### src/rtl/ps2_scan_rx.sv
// ps2_scan_rx - PS/2 keyboard receiver.
//
// Synchronises and glitch-filters the PS/2 clock/data lines, deframes
// 11-bit frames (start, 8 data LSB-first, odd parity, stop), optionally
// swallows break sequences (F0 xx) and presents each accepted byte with a
// one-cycle strobe suitable for the downstream shift-register stage.
//
// Parameters:
//   TIMEOUT_CYCLES  clk cycles without a PS/2 falling edge before an
//                   in-progress frame is aborted
//   FILTER_BREAK    1: drop F0 and the byte after it; 0: output every byte
// Ports:
//   clk         system clock
//   rst         synchronous active-low reset
//   ps2_clk     asynchronous PS/2 clock line
//   ps2_data    asynchronous PS/2 data line
//   code        last output byte, held between strobes
//   code_valid  one-cycle strobe, code is new in the same cycle
//   frame_err   one-cycle pulse on parity, stop-bit or timeout error
//   busy        high while a frame is in progress
module ps2_scan_rx #(
  parameter int TIMEOUT_CYCLES = 50000,
  parameter bit FILTER_BREAK   = 1'b1
) (
  input  logic       clk,
  input  logic       rst,
  input  logic       ps2_clk,
  input  logic       ps2_data,
  output logic [7:0] code,
  output logic       code_valid,
  output logic       frame_err,
  output logic       busy
);

  localparam int TW = $clog2(TIMEOUT_CYCLES + 1);
  localparam logic [TW-1:0] TMO_LIM = TW'(TIMEOUT_CYCLES);

  typedef enum logic [1:0] {IDLE, DATA, PARITY, STOP} state_t;

  state_t        state_q, state_d;
  logic [1:0]    clk_sync, dat_sync;
  logic [3:0]    hist;
  logic          fall, sdata;
  logic [2:0]    bit_cnt_q, bit_cnt_d;
  logic [7:0]    shreg_q, shreg_d;
  logic          par_ok_q, par_ok_d;
  logic          brk_q, brk_d;
  logic [TW-1:0] tmo_q, tmo_d;
  logic          tmo_hit;
  logic [7:0]    code_d;
  logic          cv_d, fe_d;

  // Line front end. Flops reset to 1 to match the idle-high bus so that
  // reset release never fabricates an edge.
  always_ff @(posedge clk) begin
    if (!rst) begin
      clk_sync <= 2'b11;
      dat_sync <= 2'b11;
      hist     <= 4'b1111;
    end else begin
      clk_sync <= {clk_sync[0], ps2_clk};
      dat_sync <= {dat_sync[0], ps2_data};
      hist     <= {hist[2:0], clk_sync[1]};
    end
  end

  // Two stable highs followed by two stable lows: single-cycle pulses in
  // either direction can never form this pattern.
  assign fall  = (hist == 4'b1100);
  assign sdata = dat_sync[1];
  assign busy  = (state_q != IDLE);

  assign tmo_hit = (state_q != IDLE) && (tmo_q == TMO_LIM);

  always_comb begin
    state_d   = state_q;
    bit_cnt_d = bit_cnt_q;
    shreg_d   = shreg_q;
    par_ok_d  = par_ok_q;
    brk_d     = brk_q;
    code_d    = code;
    cv_d      = 1'b0;
    fe_d      = 1'b0;

    // Saturating idle counter; cleared by activity or when idle.
    if (state_q == IDLE || fall)
      tmo_d = '0;
    else if (tmo_q != TMO_LIM)
      tmo_d = tmo_q + 1'b1;
    else
      tmo_d = tmo_q;

    // Timeout wins over a coincident edge: the frame is already stale.
    if (tmo_hit) begin
      state_d = IDLE;
      fe_d    = 1'b1;
    end else if (fall) begin
      case (state_q)
        IDLE: begin
          if (!sdata) begin
            state_d   = DATA;
            bit_cnt_d = 3'd0;
          end
        end
        DATA: begin
          shreg_d = {sdata, shreg_q[7:1]};
          if (bit_cnt_q == 3'd7)
            state_d = PARITY;
          else
            bit_cnt_d = bit_cnt_q + 3'd1;
        end
        PARITY: begin
          par_ok_d = ^{shreg_q, sdata};
          state_d  = STOP;
        end
        STOP: begin
          state_d = IDLE;
          if (sdata && par_ok_q) begin
            // F0 always (re)arms the filter, so F0 F0 xx still eats xx.
            if (FILTER_BREAK && shreg_q == 8'hF0) begin
              brk_d = 1'b1;
            end else if (FILTER_BREAK && brk_q) begin
              brk_d = 1'b0;
            end else begin
              code_d = shreg_q;
              cv_d   = 1'b1;
            end
          end else begin
            fe_d = 1'b1;
          end
        end
        default: state_d = IDLE;
      endcase
    end
  end

  always_ff @(posedge clk) begin
    if (!rst) begin
      state_q    <= IDLE;
      bit_cnt_q  <= 3'd0;
      shreg_q    <= 8'h00;
      par_ok_q   <= 1'b0;
      brk_q      <= 1'b0;
      tmo_q      <= '0;
      code       <= 8'h00;
      code_valid <= 1'b0;
      frame_err  <= 1'b0;
    end else begin
      state_q    <= state_d;
      bit_cnt_q  <= bit_cnt_d;
      shreg_q    <= shreg_d;
      par_ok_q   <= par_ok_d;
      brk_q      <= brk_d;
      tmo_q      <= tmo_d;
      code       <= code_d;
      code_valid <= cv_d;
      frame_err  <= fe_d;
    end
  end

endmodule

### config.mk
export PLATFORM = sky130hd
export DESIGN_NAME = ps2_scan_rx
export DESIGN_NICKNAME = d
export VERILOG_FILES = /design/src/rtl/ps2_scan_rx.sv
export SDC_FILE = /design/constraint.sdc
export NUM_CORES = 1
export LEC_CHECK = 0
export CAP_MARGIN = 0
export CORE_MARGIN = 2
export CORE_UTILIZATION = 30
export CTS_BUF_LIST = sky130_fd_sc_hd__clkbuf_8
export CTS_CLUSTER_SIZE = 40
export DETAILED_ROUTE_END_ITERATION = 7
export DONT_BUFFER_PORTS = 1
export HOLD_SLACK_MARGIN = 0.02
export PLACE_DENSITY = 0.51
export SYNTH_ARGS = -nofsm -noshare
export SYNTH_HDL_FRONTEND = slang
export SYNTH_SLANG_ARGS = --single-unit
### constraint.sdc
create_clock -name clk -period 3.17 [get_ports clk]
set_clock_uncertainty 0.15 [all_clocks]
set_input_delay 0.317 -clock clk [delete_from_list [all_inputs] [get_ports clk]]
set_output_delay 0.317 -clock clk [all_outputs]
set_load 0.005 [all_outputs]
==> results_dict.tcl, run 1 <==
set metrics [dict create \
    yosys-mux-area-fraction_pct 0.903 \
    grt_pass1_wl_um 7650 \
    drt-total-wl_um 4600 \
    p_per_area_mw_per_mm2 415 \
    setup_tns_ns 0 \
    drive_gt1_share_pct 4.74 \
    globalRouteTotalUtil_pct 11.5 \
    endpoint_kind "flop" \
    criticalPathCategory "reg -> reg" \
    synth_xor_area_share_pct 5.19 \
    p_leak_nw 0.793 \
    maxSlewHeadroom_pct 48.4 \
    place_ws_ns 0.795 \
    core-area_sq_mm 0.00721 \
    crit_chain "inv_1, ha_1, and4b_1, and4_1, or4_1, a21oi_1" \
    rsz0062_at_grt "false" \
    cts.sinks 49 \
    placed_area_sq_mm 0.00231 \
    viasPerCell 5.03 \
    finish.instance_area_sq_mm 0.00244 \
    synth.avg_cell_area_sq_um 8.79 \
    synth.distinct_cells 33 \
    cts_resized 0 \
    synth_compound_area_share_pct 15.9 \
    crit_fanout 24 \
    grt_overflow 0 \
    cp.arrival_ns 2.47 \
    dr.first_iter.drc_count 121 \
    grt_pass1_vias 1473 \
    critPathRequiredTime_ns 3.27 \
    port_buffers 0 \
    synthSimpleGateAreaFrac_pct 24.9 \
    detail-route-antenna-nets 0 \
    wl_per_cell_um 13.1 \
    finalNetCount 265 \
    cap_violations 0 \
    slew_viol_final 0 \
    antenna_found_initial 0 \
    status "finished clean" \
    dp_hpwl_um 2990 \
    critPathLaunchType "flop" \
    vias 1771 \
    antenna_cells 0 \
    slowest_stage "or4_1" \
    fin_crit_sh_pct 74.7 \
    hold-worst-slack_ns 0.111 \
    drtPass1Iterations 4 \
    die-area_sq_mm 0.00809 \
    syn2layout_area_growth_pct 10.1 \
    p_total_mw 1.01 \
    layout_common_cells "dfxtp_1, a21oi_1, o21ai_0" \
    pin_count 15 \
    final.setup.worst_slack_ns 0.802 \
    slowest_delay_ns 0.60 \
    min_path_type "in -> reg" \
    yosysWarnings 0 \
    clock_path_buffers 2 \
    clk_latency_ns 0.31 \
    clockRootBuffer "clkbuf_8" \
    max-vdd-ir-drop_mv 0.162 \
    tightest_slew_ns 0.773 \
    seq_area_frac_synth_pct 44.3 \
    fillers 766 \
    gp_congestion 0.704 \
    clkSlewWorstSetupHoldPaths_ns 0.10 \
    synthArstFlopShare_pct 0 \
    synth_top_area_cell "dfxtp_1" \
    synth_top_family_by_area "simple AND/OR/NAND/NOR gates" \
    yosysTopAreaCellShare_pct 44.3 \
    synthAdderAreaFrac_pct 5.08 \
    synth_top_flop_cell "dfxtp_1" \
    die_h_um 89.9 \
    synth_area_leaders "dfxtp_1, a21oi_1, o21ai_0" \
    cts_made_buffers 5 \
    synth_nets 265 \
    drc 0 \
    synth-seq-cells 49 \
    syn_inst 252 \
    fmax_mhz 422 \
    htreeDepth 2 \
    synth_edf_count 0 \
    cts_tree "done" \
    hold_violations 0 \
    fin_crit_ns 2.37 \
    start_util_pct 30.7 \
    synth_area_sq_mm 0.00222 \
    die_w_um 89.9 \
    rows 31 \
    layout_commonest_cell "dfxtp_1" \
    grt_max_degree 25 \
    finalSetupViolCount 0 \
]
==> where the power goes <==
| group | switching, mW | internal (mW) |
|---|---|---|
| Sequential | 0.00148 | 0.618 |
| Combinational | 0.00968 | 0.00761 |
| Clock | 0.218 | 0.157 |
==> area by class of cell <==
class	instances	area [sq um]	area share (%)
sequential	49	981	40.2
clock inverter	3	21.3	0.872
tap	99	124	5.08
timing repair buffer	7	62.6	2.56
clock buffer	5	68.8	2.82
inverter	8	30.0	1.23
multi-input combinational	181	1150	47.2
==> through the flow <==
| step | cells | util (%) |
|---|---|---|
| floorplan | 252 | - |
| global placement | 340 | 32.0 |
| detailed placement | 340 | 32.0 |
| CTS | 351 | 33.7 |
| global route | 352 | 33.8 |
| finish | 352 | 33.8 |
==> cell usage after synthesis, types with 2 or more instances <==
master	number
dfxtp_1	49
a21oi_1	31
o21ai_0	29
nand3_1	22
clkbuf_1	14
nand2_1	13
or3_1	11
nand2b_1	10
ha_1	9
inv_1	8
nor2_1	8
nand4_1	7
xnor2_1	6
nor3_1	3
nor4bb_1	3
or4_1	3
and3_1	2
and4_1	2
and4b_1	2
mux2i_1	2
nand4b_1	2
o211ai_1	2
or4bb_1	2
xnor3_1	2
xor2_1	2
==> sequential cells by signal, summed over array words and instances (netlist names) <==
name and count:
par_ok_q 1, code 8, bit_cnt_q 3, hist 4
state_q 2, frame_err 1, shreg_q 8, dat_sync 2
clk_sync 2, code_valid 1, tmo_q 16, brk_q 1
==> path summary, 6_finish.rpt <==
check                    from       end  slack [ns]  cells past startpoint
setup / recovery   state_q[0]     brk_q        0.80                      6
hold / removal            rst  par_ok_q        0.11                      3
setup reg to reg   state_q[0]     brk_q        0.80                      6
hold reg to reg   clk_sync[1]   hist[0]        0.26                      1
==> metal layers <==
metal / vias to the layer above / global-route usage, % / share of wire, %
li1: 906 / - / -
met1: 826 / 16.8 / 52
met2: 34 / 16.5 / 42
met3: 5 / 2.18 / 4.5
met4: 0 / 5.00 / 1.2
met5: - / 0 / 0
==> what timing repair did <==
action	in CTS	in global routing
setup buffers	0	0
endpoints found under the hold margin	10	1
hold buffers	3	1
==> cell families after synthesis <==
family / after synthesis
fa+ha+maj: 9
simple gates: 94
xor+xnor: 10
flops: 49
mux: 2
compound gates: 66
buf+inv: 22
==> worst max-delay path, delay by kind of cell (launching register included) <==
family	cells	cell delay, ns
flip-flops	1	0.33
AND/OR/NAND/NOR	3	1.30
adder cells (fa/ha/maj)	1	0.29
buffers and inverters	1	0.12
AO/OA/AOI/OAI	1	0.13
Note: power is estimated with default switching activity, not from simulation.
==> run 2, diff against run 1 <==
--- a/config.mk
+++ b/config.mk
@@ -13,7 +13,7 @@
 export DETAILED_ROUTE_END_ITERATION = 7
 export DONT_BUFFER_PORTS = 1
 export HOLD_SLACK_MARGIN = 0.02
-export PLACE_DENSITY = 0.51
+export PLACE_DENSITY = 0.52
 export SYNTH_ARGS = -nofsm -noshare
 export SYNTH_HDL_FRONTEND = slang
 export SYNTH_SLANG_ARGS = --single-unit
==> constraint.sdc (replaced) <==
create_clock -name clk -period 2 [get_ports clk]
set_clock_uncertainty 0.15 [all_clocks]
set_input_delay 0.2 -clock clk [delete_from_list [all_inputs] [get_ports clk]]
set_output_delay 0.2 -clock clk [all_outputs]
set_load 0.005 [all_outputs]
==> run 2 against run 1 <==
  * Via count rose by 0.85%
  * Sequential share of layout area fell by 1.7 points
  * Count of clock-buffer cells in the layout did not move
  * Total power rose by 57%
  * Critical endpoint unchanged
  * Cell area rose by 4.7%
  * Worst hold slack improved by 0.028 ns
  * Die area did not move
  * Flip-flop and latch count did not move
  * Global-route usage rose by 0.48 points
  * Critical path depth did not move
  * Routed wire length barely moved
  * Sequential power rose by 58%
==> results_dict.tcl, run 2 (synthesized netlist as in run 1, its figures left out) <==
set metrics [dict create \
    status "finished clean" \
    crit_fanout 9 \
    rsz0062_at_grt "true" \
    hold_violations 0 \
    p_total_mw 1.59 \
    cts_tree "done" \
    globalRouteTotalUtil_pct 12.0 \
    cp.arrival_ns 1.96 \
    critPathTopFamily "simple AND/OR/NAND/NOR gates" \
    rr_worst_depth 6 \
    layout_commonest_cell "dfxtp_1" \
    gp_congestion 0.751 \
    start_util_pct 30.7 \
    viasPerCell 4.91 \
    drc 0 \
    rows 31 \
    grt_pass1_wl_um 7930 \
    worstSetupPathDepth 6 \
    finalSetupViolCount 0 \
    antenna_cells 0 \
    grt_overflow 0 \
    clockRootBuffer "clkbuf_8" \
    crit_chain "inv_1, ha_1, nor4bb_2, and4_4, or4_1, a21oi_1" \
    dp_cells 353 \
    dp_hpwl_um 3130 \
    drt-total-wl_um 4600 \
    grt_max_degree 24 \
    antenna_found_initial 0 \
    tightest_slew_ns 0.617 \
    multiInputGateArea_sq_mm 0.00118 \
    syn2layout_area_growth_pct 15.2 \
    holdPathStages 3 \
    layout_common_cells "dfxtp_1, a21oi_1, o21ai_0" \
    slowest_delay_ns 0.52 \
    r2r_start "tmo_q[1]" \
    criticalPathCategory "reg -> reg" \
    p_leak_nw 0.858 \
    p_per_area_mw_per_mm2 622 \
    max-vdd-ir-drop_mv 0.292 \
    place_ws_ns -0.0371 \
    clk_latency_ns 0.31 \
    critPathRequiredTime_ns 2.09 \
    fin_cells 364 \
    grt_pass1_vias 1598 \
    detail-route-antenna-nets 0 \
    min_path_type "in -> reg" \
    pin_count 15 \
    core-area_sq_mm 0.00721 \
    vias 1786 \
    critPathLaunchType "flop" \
    largest_reg_flops 16 \
    min_from "rst" \
    endpoint_kind "flop" \
    slew_viol_final 0 \
    finalNetCount 277 \
    die_w_um 89.9 \
    reg_top3 "tmo_q x16, code x8, shreg_q x8" \
    placed_area_sq_mm 0.00241 \
    maxSlewHeadroom_pct 58.8 \
    top_register "tmo_q" \
    cts_made_buffers 5 \
    final.setup.worst_slack_ns 0.123 \
    wl_per_cell_um 12.6 \
    fin_crit_sh_pct 93.8 \
    port_buffers 0 \
    cap_violations 0 \
    clkSlewWorstSetupHoldPaths_ns 0.09 \
    dr.first_iter.drc_count 136 \
    htreeDepth 2 \
    drive_gt1_share_pct 12.5 \
    die-area_sq_mm 0.00809 \
    register_area_sq_um 983 \
    drtPass1Iterations 4 \
    hold-worst-slack_ns 0.139 \
    fmax_mhz 533 \
    startpoint "tmo_q[1]" \
    cts_setup_buffers 0 \
    die_h_um 89.9 \
    slowest_stage "or4_1" \
    fin_crit_ns 1.88 \
    fillers 772 \
    cts.sinks 49 \
    clock_path_buffers 2 \
    critPathBufInv 1 \
    finish.instance_area_sq_mm 0.00255 \
]
run 2: cell types whose count changed in the layout (fill, tap and decap cells not counted), moves of 2 or more:
cell,change
ha_1,-2
dfxtp_1,-2
buf_4,+13
dfxtp_2,+2
inv_2,+2
run 2: routing by layer:
metal	vias to the layer above	share of wire (%)	GRT usage, %
li1	929	-	-
met1	833	53	17.5
met2	19	43	16.9
met3	5	2.4	2.85
met4	0	1.7	5.00
met5	-	0	0
run 2: where the power goes:
part / internal (mW) / switching [mW] / leakage, nW
sequential: 0.979 / 0.00162 / 0.397
combinational: 0.0117 / 0.0158 / 0.412
clock: 0.245 / 0.335 / 0.0497
run 2: what timing repair did:
action | 4_1_cts | 5_1_grt
endpoints found under the hold margin | 11 | 0
gates resized for setup | 3 | 8
hold buffers | 3 | 0
setup endpoints to repair | 17 | 26
run 2: tightest hold or removal path, stage by stage:
cell and delay [ns]:
inv_1 0.03, buf_4 0.21, a21oi_1 0.13
run 2: through the flow:
| stage | TNS [ns] | util [%] |
|---|---|---|
| floorplan | 0 | - |
| finish | 0 | 35.4 |
| detailed placement | -0.0579 | 33.4 |
| CTS | 0 | 35.1 |
| global route | -0.00170 | 35.4 |
| global placement | -0.0243 | 33.4 |
run 2: area by class of cell:
class	instances	share of cell area, %
clock buffer	5	2.69
clock inverter	3	0.686
inverter	8	1.18
multi-input combinational	181	46.2
sequential	49	38.5
tap	99	4.85
timing repair buffer	19	5.88
run 2: path summary, 6_finish.rpt:
check                 to  slack [ns]
max                brk_q        0.12
max reg2reg        brk_q        0.12
min reg2reg  dat_sync[1]        0.27
min           shreg_q[3]        0.14
==> run 3, diff against run 2 <==
--- a/config.mk
+++ b/config.mk
@@ -14,6 +14,7 @@
 export DONT_BUFFER_PORTS = 1
 export HOLD_SLACK_MARGIN = 0.02
 export PLACE_DENSITY = 0.52
+export SLEW_MARGIN = 20
 export SYNTH_ARGS = -nofsm -noshare
 export SYNTH_HDL_FRONTEND = slang
 export SYNTH_SLANG_ARGS = --single-unit
==> results of run 3 <==
No change in the layout: final DEF, timing and power equal those of run 2.
